--- src/rtl/aes_job_sequencer_if.sv ---
// rtl/aes_job_sequencer_if.sv - source/sink request and engine control bundle for aes_job_sequencer
interface aes_job_sequencer_if;
  logic        src_req_o;
  logic [31:0] src_addr_o;
  logic [15:0] src_len_o;
  logic        src_ready_i;
  logic        sink_req_o;
  logic [31:0] sink_addr_o;
  logic [15:0] sink_len_o;
  logic        sink_ready_i;
  logic        sink_done_i;
  logic        eng_clear_o;
  logic        eng_enable_o;
  logic        eng_start_o;
  logic        eng_valid_i;

  modport master (
    output src_req_o, src_addr_o, src_len_o,
    input  src_ready_i,
    output sink_req_o, sink_addr_o, sink_len_o,
    input  sink_ready_i, sink_done_i,
    output eng_clear_o, eng_enable_o, eng_start_o,
    input  eng_valid_i
  );

  modport slave (
    input  src_req_o, src_addr_o, src_len_o,
    output src_ready_i,
    input  sink_req_o, sink_addr_o, sink_len_o,
    output sink_ready_i, sink_done_i,
    input  eng_clear_o, eng_enable_o, eng_start_o,
    output eng_valid_i
  );
endinterface

--- src/rtl/aes_job_sequencer.sv ---
// rtl/aes_job_sequencer.sv - block-by-block job sequencer driving plaintext fetch, ciphertext store and the AES engine
module aes_job_sequencer #(
  parameter int BLOCK_WORDS = 8,
  parameter int NB_W        = 16
) (
  input  logic                clk_i,
  input  logic                rst_ni,
  input  logic                clear_i,
  input  logic                start_i,
  input  logic [31:0]         pt_addr_i,
  input  logic [31:0]         ct_addr_i,
  input  logic [NB_W-1:0]     num_blocks_i,
  aes_job_sequencer_if.master bus,
  output logic                busy_o,
  output logic                done_o,
  output logic [NB_W-1:0]     blocks_done_o
);
  localparam logic [31:0] ADDR_STEP = 32'(4 * BLOCK_WORDS);
  localparam logic [15:0] BLOCK_LEN = 16'(BLOCK_WORDS);

  typedef enum logic [2:0] {IDLE, STARTING, REQUEST_DATA, WORKING, FINISHED} state_e;

  state_e          state_q, state_d;
  logic [31:0]     pt_q, pt_d, ct_q, ct_d;
  logic [NB_W-1:0] nb_q, nb_d, cnt_q, cnt_d;
  logic            src_acc_q, src_acc_d, sink_acc_q, sink_acc_d;
  logic            valid_seen_q, valid_seen_d, sdone_seen_q, sdone_seen_d;
  logic            first_q, first_d;

  logic            src_req, sink_req, src_ok, sink_ok, valid_ok, sdone_ok;
  logic [NB_W-1:0] cnt_inc;

  assign src_req  = (state_q == REQUEST_DATA) && !src_acc_q && !clear_i;
  assign sink_req = (state_q == REQUEST_DATA) && !sink_acc_q && !clear_i;
  // A side counts as accepted once its ready was sampled while its request was up.
  assign src_ok   = src_acc_q | (src_req & bus.src_ready_i);
  assign sink_ok  = sink_acc_q | (sink_req & bus.sink_ready_i);
  assign valid_ok = valid_seen_q | bus.eng_valid_i;
  assign sdone_ok = sdone_seen_q | bus.sink_done_i;
  assign cnt_inc  = cnt_q + NB_W'(1);

  always_comb begin
    state_d      = state_q;
    pt_d         = pt_q;
    ct_d         = ct_q;
    nb_d         = nb_q;
    cnt_d        = cnt_q;
    src_acc_d    = src_acc_q;
    sink_acc_d   = sink_acc_q;
    valid_seen_d = valid_seen_q;
    sdone_seen_d = sdone_seen_q;
    first_d      = 1'b0;
    case (state_q)
      IDLE: begin
        if (start_i) begin
          cnt_d = '0;
          if (num_blocks_i == '0) begin
            state_d = FINISHED;
          end else begin
            pt_d    = pt_addr_i;
            ct_d    = ct_addr_i;
            nb_d    = num_blocks_i;
            state_d = STARTING;
          end
        end
      end
      STARTING: state_d = REQUEST_DATA;
      REQUEST_DATA: begin
        src_acc_d  = src_ok;
        sink_acc_d = sink_ok;
        if (src_ok && sink_ok) begin
          src_acc_d  = 1'b0;
          sink_acc_d = 1'b0;
          first_d    = 1'b1;
          state_d    = WORKING;
        end
      end
      WORKING: begin
        valid_seen_d = valid_ok;
        sdone_seen_d = sdone_ok;
        if (valid_ok && sdone_ok) begin
          valid_seen_d = 1'b0;
          sdone_seen_d = 1'b0;
          cnt_d        = cnt_inc;
          pt_d         = pt_q + ADDR_STEP;
          ct_d         = ct_q + ADDR_STEP;
          state_d      = (cnt_inc == nb_q) ? FINISHED : REQUEST_DATA;
        end
      end
      FINISHED: state_d = IDLE;
      default:  state_d = IDLE;
    endcase
    if (clear_i) begin
      state_d      = IDLE;
      cnt_d        = '0;
      src_acc_d    = 1'b0;
      sink_acc_d   = 1'b0;
      valid_seen_d = 1'b0;
      sdone_seen_d = 1'b0;
      first_d      = 1'b0;
    end
  end

  always_ff @(posedge clk_i or negedge rst_ni) begin
    if (!rst_ni) begin
      state_q      <= IDLE;
      pt_q         <= '0;
      ct_q         <= '0;
      nb_q         <= '0;
      cnt_q        <= '0;
      src_acc_q    <= 1'b0;
      sink_acc_q   <= 1'b0;
      valid_seen_q <= 1'b0;
      sdone_seen_q <= 1'b0;
      first_q      <= 1'b0;
    end else begin
      state_q      <= state_d;
      pt_q         <= pt_d;
      ct_q         <= ct_d;
      nb_q         <= nb_d;
      cnt_q        <= cnt_d;
      src_acc_q    <= src_acc_d;
      sink_acc_q   <= sink_acc_d;
      valid_seen_q <= valid_seen_d;
      sdone_seen_q <= sdone_seen_d;
      first_q      <= first_d;
    end
  end

  assign busy_o           = (state_q != IDLE);
  assign done_o           = (state_q == FINISHED) && !clear_i;
  assign blocks_done_o    = cnt_q;
  assign bus.src_req_o    = src_req;
  assign bus.sink_req_o   = sink_req;
  assign bus.src_addr_o   = pt_q;
  assign bus.sink_addr_o  = ct_q;
  assign bus.src_len_o    = busy_o ? BLOCK_LEN : '0;
  assign bus.sink_len_o   = busy_o ? BLOCK_LEN : '0;
  assign bus.eng_enable_o = busy_o;
  assign bus.eng_start_o  = (state_q == WORKING) && first_q && !clear_i;
  // Soft clear reaches the engine combinationally but stays quiet while in reset.
  assign bus.eng_clear_o  = rst_ni && (clear_i || (state_q == STARTING));
endmodule

--- src/flat_wrapper.sv ---
// flat-port wrapper written by rule: the top's interface ports become plain ports
module aes_job_sequencer_flat 
#(
  parameter int BLOCK_WORDS = 8,
  parameter int NB_W        = 16
)
  (clk_i, rst_ni, clear_i, start_i, pt_addr_i, ct_addr_i, num_blocks_i, busy_o, done_o, blocks_done_o, bus_src_req_o, bus_src_addr_o, bus_src_len_o, bus_src_ready_i, bus_sink_req_o, bus_sink_addr_o, bus_sink_len_o, bus_sink_ready_i, bus_sink_done_i, bus_eng_clear_o, bus_eng_enable_o, bus_eng_start_o, bus_eng_valid_i);
  aes_job_sequencer_if bus_i ();
  input  logic clk_i;
  input  logic rst_ni;
  input  logic clear_i;
  input  logic start_i;
  input  logic [31:0] pt_addr_i;
  input  logic [31:0] ct_addr_i;
  input  logic [NB_W-1:0] num_blocks_i;
  output logic busy_o;
  output logic done_o;
  output logic [NB_W-1:0] blocks_done_o;
  output wire logic [$bits(bus_i.src_req_o)-1:0] bus_src_req_o;
  output wire logic [$bits(bus_i.src_addr_o)-1:0] bus_src_addr_o;
  output wire logic [$bits(bus_i.src_len_o)-1:0] bus_src_len_o;
  input wire logic [$bits(bus_i.src_ready_i)-1:0] bus_src_ready_i;
  output wire logic [$bits(bus_i.sink_req_o)-1:0] bus_sink_req_o;
  output wire logic [$bits(bus_i.sink_addr_o)-1:0] bus_sink_addr_o;
  output wire logic [$bits(bus_i.sink_len_o)-1:0] bus_sink_len_o;
  input wire logic [$bits(bus_i.sink_ready_i)-1:0] bus_sink_ready_i;
  input wire logic [$bits(bus_i.sink_done_i)-1:0] bus_sink_done_i;
  output wire logic [$bits(bus_i.eng_clear_o)-1:0] bus_eng_clear_o;
  output wire logic [$bits(bus_i.eng_enable_o)-1:0] bus_eng_enable_o;
  output wire logic [$bits(bus_i.eng_start_o)-1:0] bus_eng_start_o;
  input wire logic [$bits(bus_i.eng_valid_i)-1:0] bus_eng_valid_i;
  assign bus_src_req_o = bus_i.src_req_o;
  assign bus_src_addr_o = bus_i.src_addr_o;
  assign bus_src_len_o = bus_i.src_len_o;
  assign bus_i.src_ready_i = bus_src_ready_i;
  assign bus_sink_req_o = bus_i.sink_req_o;
  assign bus_sink_addr_o = bus_i.sink_addr_o;
  assign bus_sink_len_o = bus_i.sink_len_o;
  assign bus_i.sink_ready_i = bus_sink_ready_i;
  assign bus_i.sink_done_i = bus_sink_done_i;
  assign bus_eng_clear_o = bus_i.eng_clear_o;
  assign bus_eng_enable_o = bus_i.eng_enable_o;
  assign bus_eng_start_o = bus_i.eng_start_o;
  assign bus_i.eng_valid_i = bus_eng_valid_i;
  aes_job_sequencer #(.BLOCK_WORDS(BLOCK_WORDS), .NB_W(NB_W)) u_core (.clk_i(clk_i), .rst_ni(rst_ni), .clear_i(clear_i), .start_i(start_i), .pt_addr_i(pt_addr_i), .ct_addr_i(ct_addr_i), .num_blocks_i(num_blocks_i), .bus(bus_i), .busy_o(busy_o), .done_o(done_o), .blocks_done_o(blocks_done_o));
endmodule
--- config.mk ---
export PLATFORM = sky130hd
export DESIGN_NAME = aes_job_sequencer_flat
export DESIGN_NICKNAME = d
export VERILOG_FILES = /design/src/rtl/aes_job_sequencer_if.sv /design/src/rtl/aes_job_sequencer.sv /design/src/flat_wrapper.sv
export SDC_FILE = /design/constraint.sdc
export NUM_CORES = 1
export LEC_CHECK = 0
export CAP_MARGIN = 5
export CORE_MARGIN = 2
export CORE_UTILIZATION = 50
export DETAILED_ROUTE_END_ITERATION = 8
export PLACE_DENSITY = 0.86
export SKIP_LAST_GASP = 1
export SLEW_MARGIN = 20
export SYNTH_ARGS = -nofsm -noshare
export SYNTH_HDL_FRONTEND = slang
export SYNTH_SLANG_ARGS = --single-unit
--- constraint.sdc ---
create_clock -name clk_i -period 6.4 [get_ports clk_i]
set_input_delay 1.28 -clock clk_i [delete_from_list [all_inputs] [get_ports clk_i]]
set_output_delay 1.28 -clock clk_i [all_outputs]
set_load 0.005 [all_outputs]
Yosys cells after proc, flatten, opt, wreduce, memory -nomap -nowiden
Index checks and enable logic that the tools add are counted.
- eq/ne operators: 11
- reduce and logical (&&, ||, !) cells: 25
- bitwise operators: 7
- multiplexer cells: 35
- add/subtract/negate cells: 3
- operators by type and width (operator ; count):
    $mux 32 ; 6
    $pmux 32 s2 ; 2
    $add 32x6->32 const B ; 2
    $mux 16 ; 3
    $pmux 16 s2 ; 1
    $mux 3 ; 6
    $add 16x1->16 const B ; 1
    $eq 16x16->1 ; 1
    $logic_not 16->1 ; 1
    $mux 1 ; 15
    $pmux 3 s4 ; 1
    $logic_and 1x1->1 ; 10
    $reduce_and 3->1 ; 3
    $eq 3x2->1 const B ; 2
    $ne 3x3->1 const B ; 2
    $reduce_bool 2->1 ; 3
    $reduce_bool 3->1 ; 2
    $mux 4 ; 1
    $ne 2x2->1 const B ; 2
    $or 1x1->1 ; 4
    $reduce_and 4->1 ; 1
    $eq 3x1->1 const B ; 1
    $eq 3x3->1 const B ; 1
    $logic_not 1->1 ; 3
    other kinds (6) ; 7
- bits in registers: 104
- logic and storage cells: 91

Longest topological paths before layout
- depth in word-level cells: 9
- mapped depth: 8
- gate-level depth less buffers: 7

Worst setup path before layout
Ideal clock, no wire load.
- kind: input -> output
- start: input clear_i
- end: output done_o
- data required time: 5.120 ns
- arrival: 1.935 ns
- path buffers: 2
- stages: 3
- setup slack: 3.185 ns
- cell sequence: clkbuf_1 -> clkbuf_1 -> nor4b_1
- cells in the longest elaborated chain, start to end: 2
- ends and longest elaborated chain (item ; line ; source):
    start, declared ; flat_wrapper.sv:11 ; input logic clear_i;
    $logic_not 1->1 ; aes_job_sequencer.sv:131 ; assign done_o = (state_q == FINISHED) && !clear_i;
    $logic_and 1x1->1 ; aes_job_sequencer.sv:131 ;
    end, declared ; flat_wrapper.sv:17 ; output logic done_o;
Every way passes these cells.

Worst setup path in the final report
Ends and elaborated chain as after synthesis.

==> load_flow_metrics.sql <==
INSERT INTO impl_metrics (metric_group, metric, value, unit) VALUES
('timing', 'rsz0062_at_grt', 'false', ''),
('global_route', 'maximum_number_of_pins_on_one_net_before_global_route_repair', '91', ''),
('critical_path', 'crit_arrival', '2930', 'ps'),
('critical_path', 'critPathCaptureType', 'output port', ''),
('global_route', 'global_route.usage.total', '0.283', ''),
('power', 'switching_part_of_the_total_power', '0.374', ''),
('detailed_routing', 'routedWlPerCell', '17.5', 'um'),
('logic_synthesis', 'synth_enable_flop_cells', '0', ''),
('detailed_routing', 'detailedRoute.firstIterationViolations', '744', ''),
('logic_synthesis', 'synth_top_cells_by_count', '134 x sky130_fd_sc_hd__nand2_1, 104 x sky130_fd_sc_hd__dfrtp_1, 72 x sky130_fd_sc_hd__a21oi_1, 54 x sky130_fd_sc_hd__o21ai_0, 52 x sky130_fd_sc_hd__nor2_1', ''),
('global_route', 'grt_antenna_before_repair', '0', ''),
('logic_synthesis', 'synth_cell_type_count', '65', ''),
('clock_tree', 'cts.clk_slew.worst_paths', '60', 'ps'),
('timing', 'timing_worst_slew_pin_value', '867', 'ps'),
('min_path', 'number_of_stages_on_the_worst_hold_path', '2', ''),
('timing', 'finalSetupViolations', '0', ''),
('global_route', 'grt_remaining_overflow', '0', ''),
('final_layout', 'post-route-cell-area', '8220', 'um2'),
('final_layout', 'regArea', '2600', 'um2'),
('clock_tree', 'post_cts.repair.setup_buffers', '0', ''),
('detailed_routing', 'first_pass_iters', '5', ''),
('final_layout', 'area_growth_syn_to_layout', '30.5', '%'),
('logic_synthesis', 'syn_inst', '771', ''),
('critical_path', 'critical_path.top_delay_family', 'buffers and inverters', ''),
('logic_synthesis', 'average_instance_area_after_synthesis', '8.17', 'um2'),
('logic_synthesis', 'yosys_warnings', '0', ''),
('placed_design', 'portBuffers', '176', ''),
('die', 'die_w', '116', 'um'),
('critical_path', 'critical_path.most_common_cell', 'sky130_fd_sc_hd__clkdlybuf4s50_1', ''),
('power', 'pwr-share-seq', '0.411', ''),
('placed_design', 'place.gp.congestion', '0.901', ''),
('logic_synthesis', 'synth.top_cell.area_share', '0.413', ''),
('final_layout', 'antennaDiodeCount', '0', ''),
('detailed_routing', 'drtAntennaViolNets', '0', ''),
('critical_path', 'worstPathMaxFanout', '16', ''),
('critical_path', 'max_stage_delay', '710', 'ps'),
('critical_path', 'critPathKind', 'in2out', ''),
('placed_design', 'detailed_place_hpwl', '13200', 'um'),
('logic_synthesis', 'netlist_top_cells_area', 'sky130_fd_sc_hd__dfrtp_1 41%, sky130_fd_sc_hd__nand2_1 8.0%, sky130_fd_sc_hd__a21oi_1 5.7%', ''),
('outcome', 'status', 'finished clean', ''),
('logic_synthesis', 'synth.yosys.seq_area_share', '0.413', ''),
('detailed_routing', 'post_route_drc', '0', ''),
('clock_tree', 'insertion_delay', '350', 'ps'),
('die', 'die_area', '13500', 'um2'),
('critical_path', 'worstPathRequired', '5120', 'ps'),
('die', 'number_of_ports_placed_on_the_die_boundary', '207', ''),
('critical_path', 'timing.critical_path.depth', '3', ''),
('critical_path', 'reg2regPathDepth', '7', ''),
('clock_tree', 'max-clock-path-buffers', '2', ''),
('die', 'die_height', '116', 'um'),
('clock_tree', 'clkSinkCount', '104', ''),
('min_path', 'min_path_type', 'reg2reg', ''),
('clock_tree', 'clock-root-buffer', 'sky130_fd_sc_hd__clkbuf_16', ''),
('power', 'power.combinational.fraction', '0.414', ''),
('clock_tree', 'postCtsHoldBufs', '0', ''),
('logic_synthesis', 'cell_with_the_most_instances_after_synthesis', 'sky130_fd_sc_hd__nand2_1', ''),
('global_route', 'first_global_vias', '5969', ''),
('logic_synthesis', 'yosysTopAreaCell', 'sky130_fd_sc_hd__dfrtp_1', ''),
('clock_tree', 'cts_resized', '0', ''),
('logic_synthesis', 'post_synth_instance_area', '6300', 'um2'),
('final_layout', 'fillers', '1024', ''),
('logic_synthesis', 'async_flop_share', '1.00', ''),
('logic_synthesis', 'synth_seq_cells', '104', ''),
('die', 'rows', '40', ''),
('critical_path', 'cpMaxStageDelayCell', 'sky130_fd_sc_hd__clkdlybuf4s50_1', ''),
('critical_path', 'worst_setup_path_startpoint', 'clear_i', ''),
('placed_design', 'dpl_cell_area', '7970', 'um2'),
('final_layout', 'num-nets-final', '1003', ''),
('power', 'static-leakage-power', '3.36', 'nW'),
('critical_path', 'cp_startpoint_kind', 'input port', ''),
('final_layout', 'final_layout_size_suffix_gt1_frac', '0.0383', '');
==> state kept, by name, summed over array words and instances, names as in the netlist, 3 cells and up <==
| register | cells |
|---|---|
| u_core.state_q | 3 |
| u_core.nb_q | 16 |
| u_core.bus.sink_addr_o | 32 |
| u_core.bus.src_addr_o | 32 |
| u_core.blocks_done_o | 16 |
==> through the flow <==
| stage | setup slack [ps] | cells | util | power [mW] |
|---|---|---|---|---|
| after CTS | 2180 | 1081 | 0.676 | 2.86 |
| final | 2190 | 1081 | 0.676 | 2.86 |
| after global placement | 2200 | 1069 | 0.655 | 2.33 |
| after global routing | 2000 | 1081 | 0.676 | 3.05 |
| after detailed placement | 2160 | 1069 | 0.655 | 2.35 |
| after floorplan | 3180 | 800 | - | 1.72 |
==> power by group through the flow <==
stage	Combinational, mW	Clock [mW]	Sequential, mW
2_1_floorplan	0.601	0	1.12
3_3_place_gp	1.16	0	1.17
3_5_place_dp	1.18	0	1.17
4_1_cts	1.19	0.503	1.17
5_1_grt	1.31	0.534	1.21
6_report	1.19	0.501	1.18
==> worst paths after layout <==
kind	end	slack [ps]
worst max-delay path	done_o	2190
worst min-delay path	u_core.bus.sink_addr_o[4]	470
worst max register to register	u_core.bus.src_addr_o[15]	3190
worst min register to register	u_core.bus.sink_addr_o[4]	470
max in group asynchronous	u_core.bus.src_addr_o[26]	4290
min in group asynchronous	u_core.bus.sink_addr_o[2]	970
==> cells by family (layout without fill, tap and decap cells) <==
family / count (synthesis) / count (layout) / synth area share
buf+inv: 94 / 207 / 0.0827
xor+xnor: 19 / 19 / 0.0264
simple gates: 323 / 323 / 0.250
mux: 3 / 3 / 0.00477
other cells: 1 / 30 / 0.000595
fa+ha+maj: 3 / 3 / 0.00596
compound gates: 224 / 224 / 0.216
flops: 104 / 104 / 0.413
==> routing by layer <==
metal | up-vias | part of all wire | track usage
li1 | 3017 | - | -
met1 | 3089 | 0.41 | 0.366
met2 | 279 | 0.49 | 0.456
met3 | 35 | 0.078 | 0.0799
met4 | 0 | 0.024 | 0.103
met5 | - | 0 | 0
==> cell usage in the layout, fill, tap and decap left out, types with 4 or more instances in the layout <==
cell / instances
sky130_fd_sc_hd__o22a_1: 7
sky130_fd_sc_hd__a31oi_1: 12
sky130_fd_sc_hd__o22ai_1: 24
sky130_fd_sc_hd__clkdlybuf4s50_1: 175
sky130_fd_sc_hd__a21oi_1: 72
sky130_fd_sc_hd__nor3b_1: 4
sky130_fd_sc_hd__xnor2_1: 10
sky130_fd_sc_hd__conb_1: 30
sky130_fd_sc_hd__o21ai_0: 54
sky130_fd_sc_hd__nor3_1: 21
sky130_fd_sc_hd__nor2b_1: 5
sky130_fd_sc_hd__a2bb2oi_1: 9
sky130_fd_sc_hd__dfrtp_1: 104
sky130_fd_sc_hd__clkbuf_16: 9
sky130_fd_sc_hd__inv_1: 12
sky130_fd_sc_hd__nand4_1: 19
sky130_fd_sc_hd__nor2_1: 52
sky130_fd_sc_hd__nand3_1: 39
sky130_fd_sc_hd__o31ai_1: 6
sky130_fd_sc_hd__nor4_1: 7
sky130_fd_sc_hd__a211oi_1: 6
sky130_fd_sc_hd__nand2_1: 134
sky130_fd_sc_hd__and4_1: 9
sky130_fd_sc_hd__xor2_1: 9
sky130_fd_sc_hd__o32ai_1: 5
sky130_fd_sc_hd__buf_4: 8
sky130_fd_sc_hd__and3_1: 7
==> area by class of cell <==
class / instances / share of cell area
clock inverters: 2 / 0.00122
flip-flops and latches: 104 / 0.317
multi-input cells: 602 / 0.401
clock buffers: 10 / 0.0291
inverters: 12 / 0.00548
well taps: 168 / 0.0256
repair buffers: 183 / 0.221
==> worst min-delay path, cell delays in order (launching register included) <==
cell and delay (ps):
sky130_fd_sc_hd__dfrtp_1 340, sky130_fd_sc_hd__nand2_1 50, sky130_fd_sc_hd__nand2_1 50
Power figures use the tool's default switching activity.
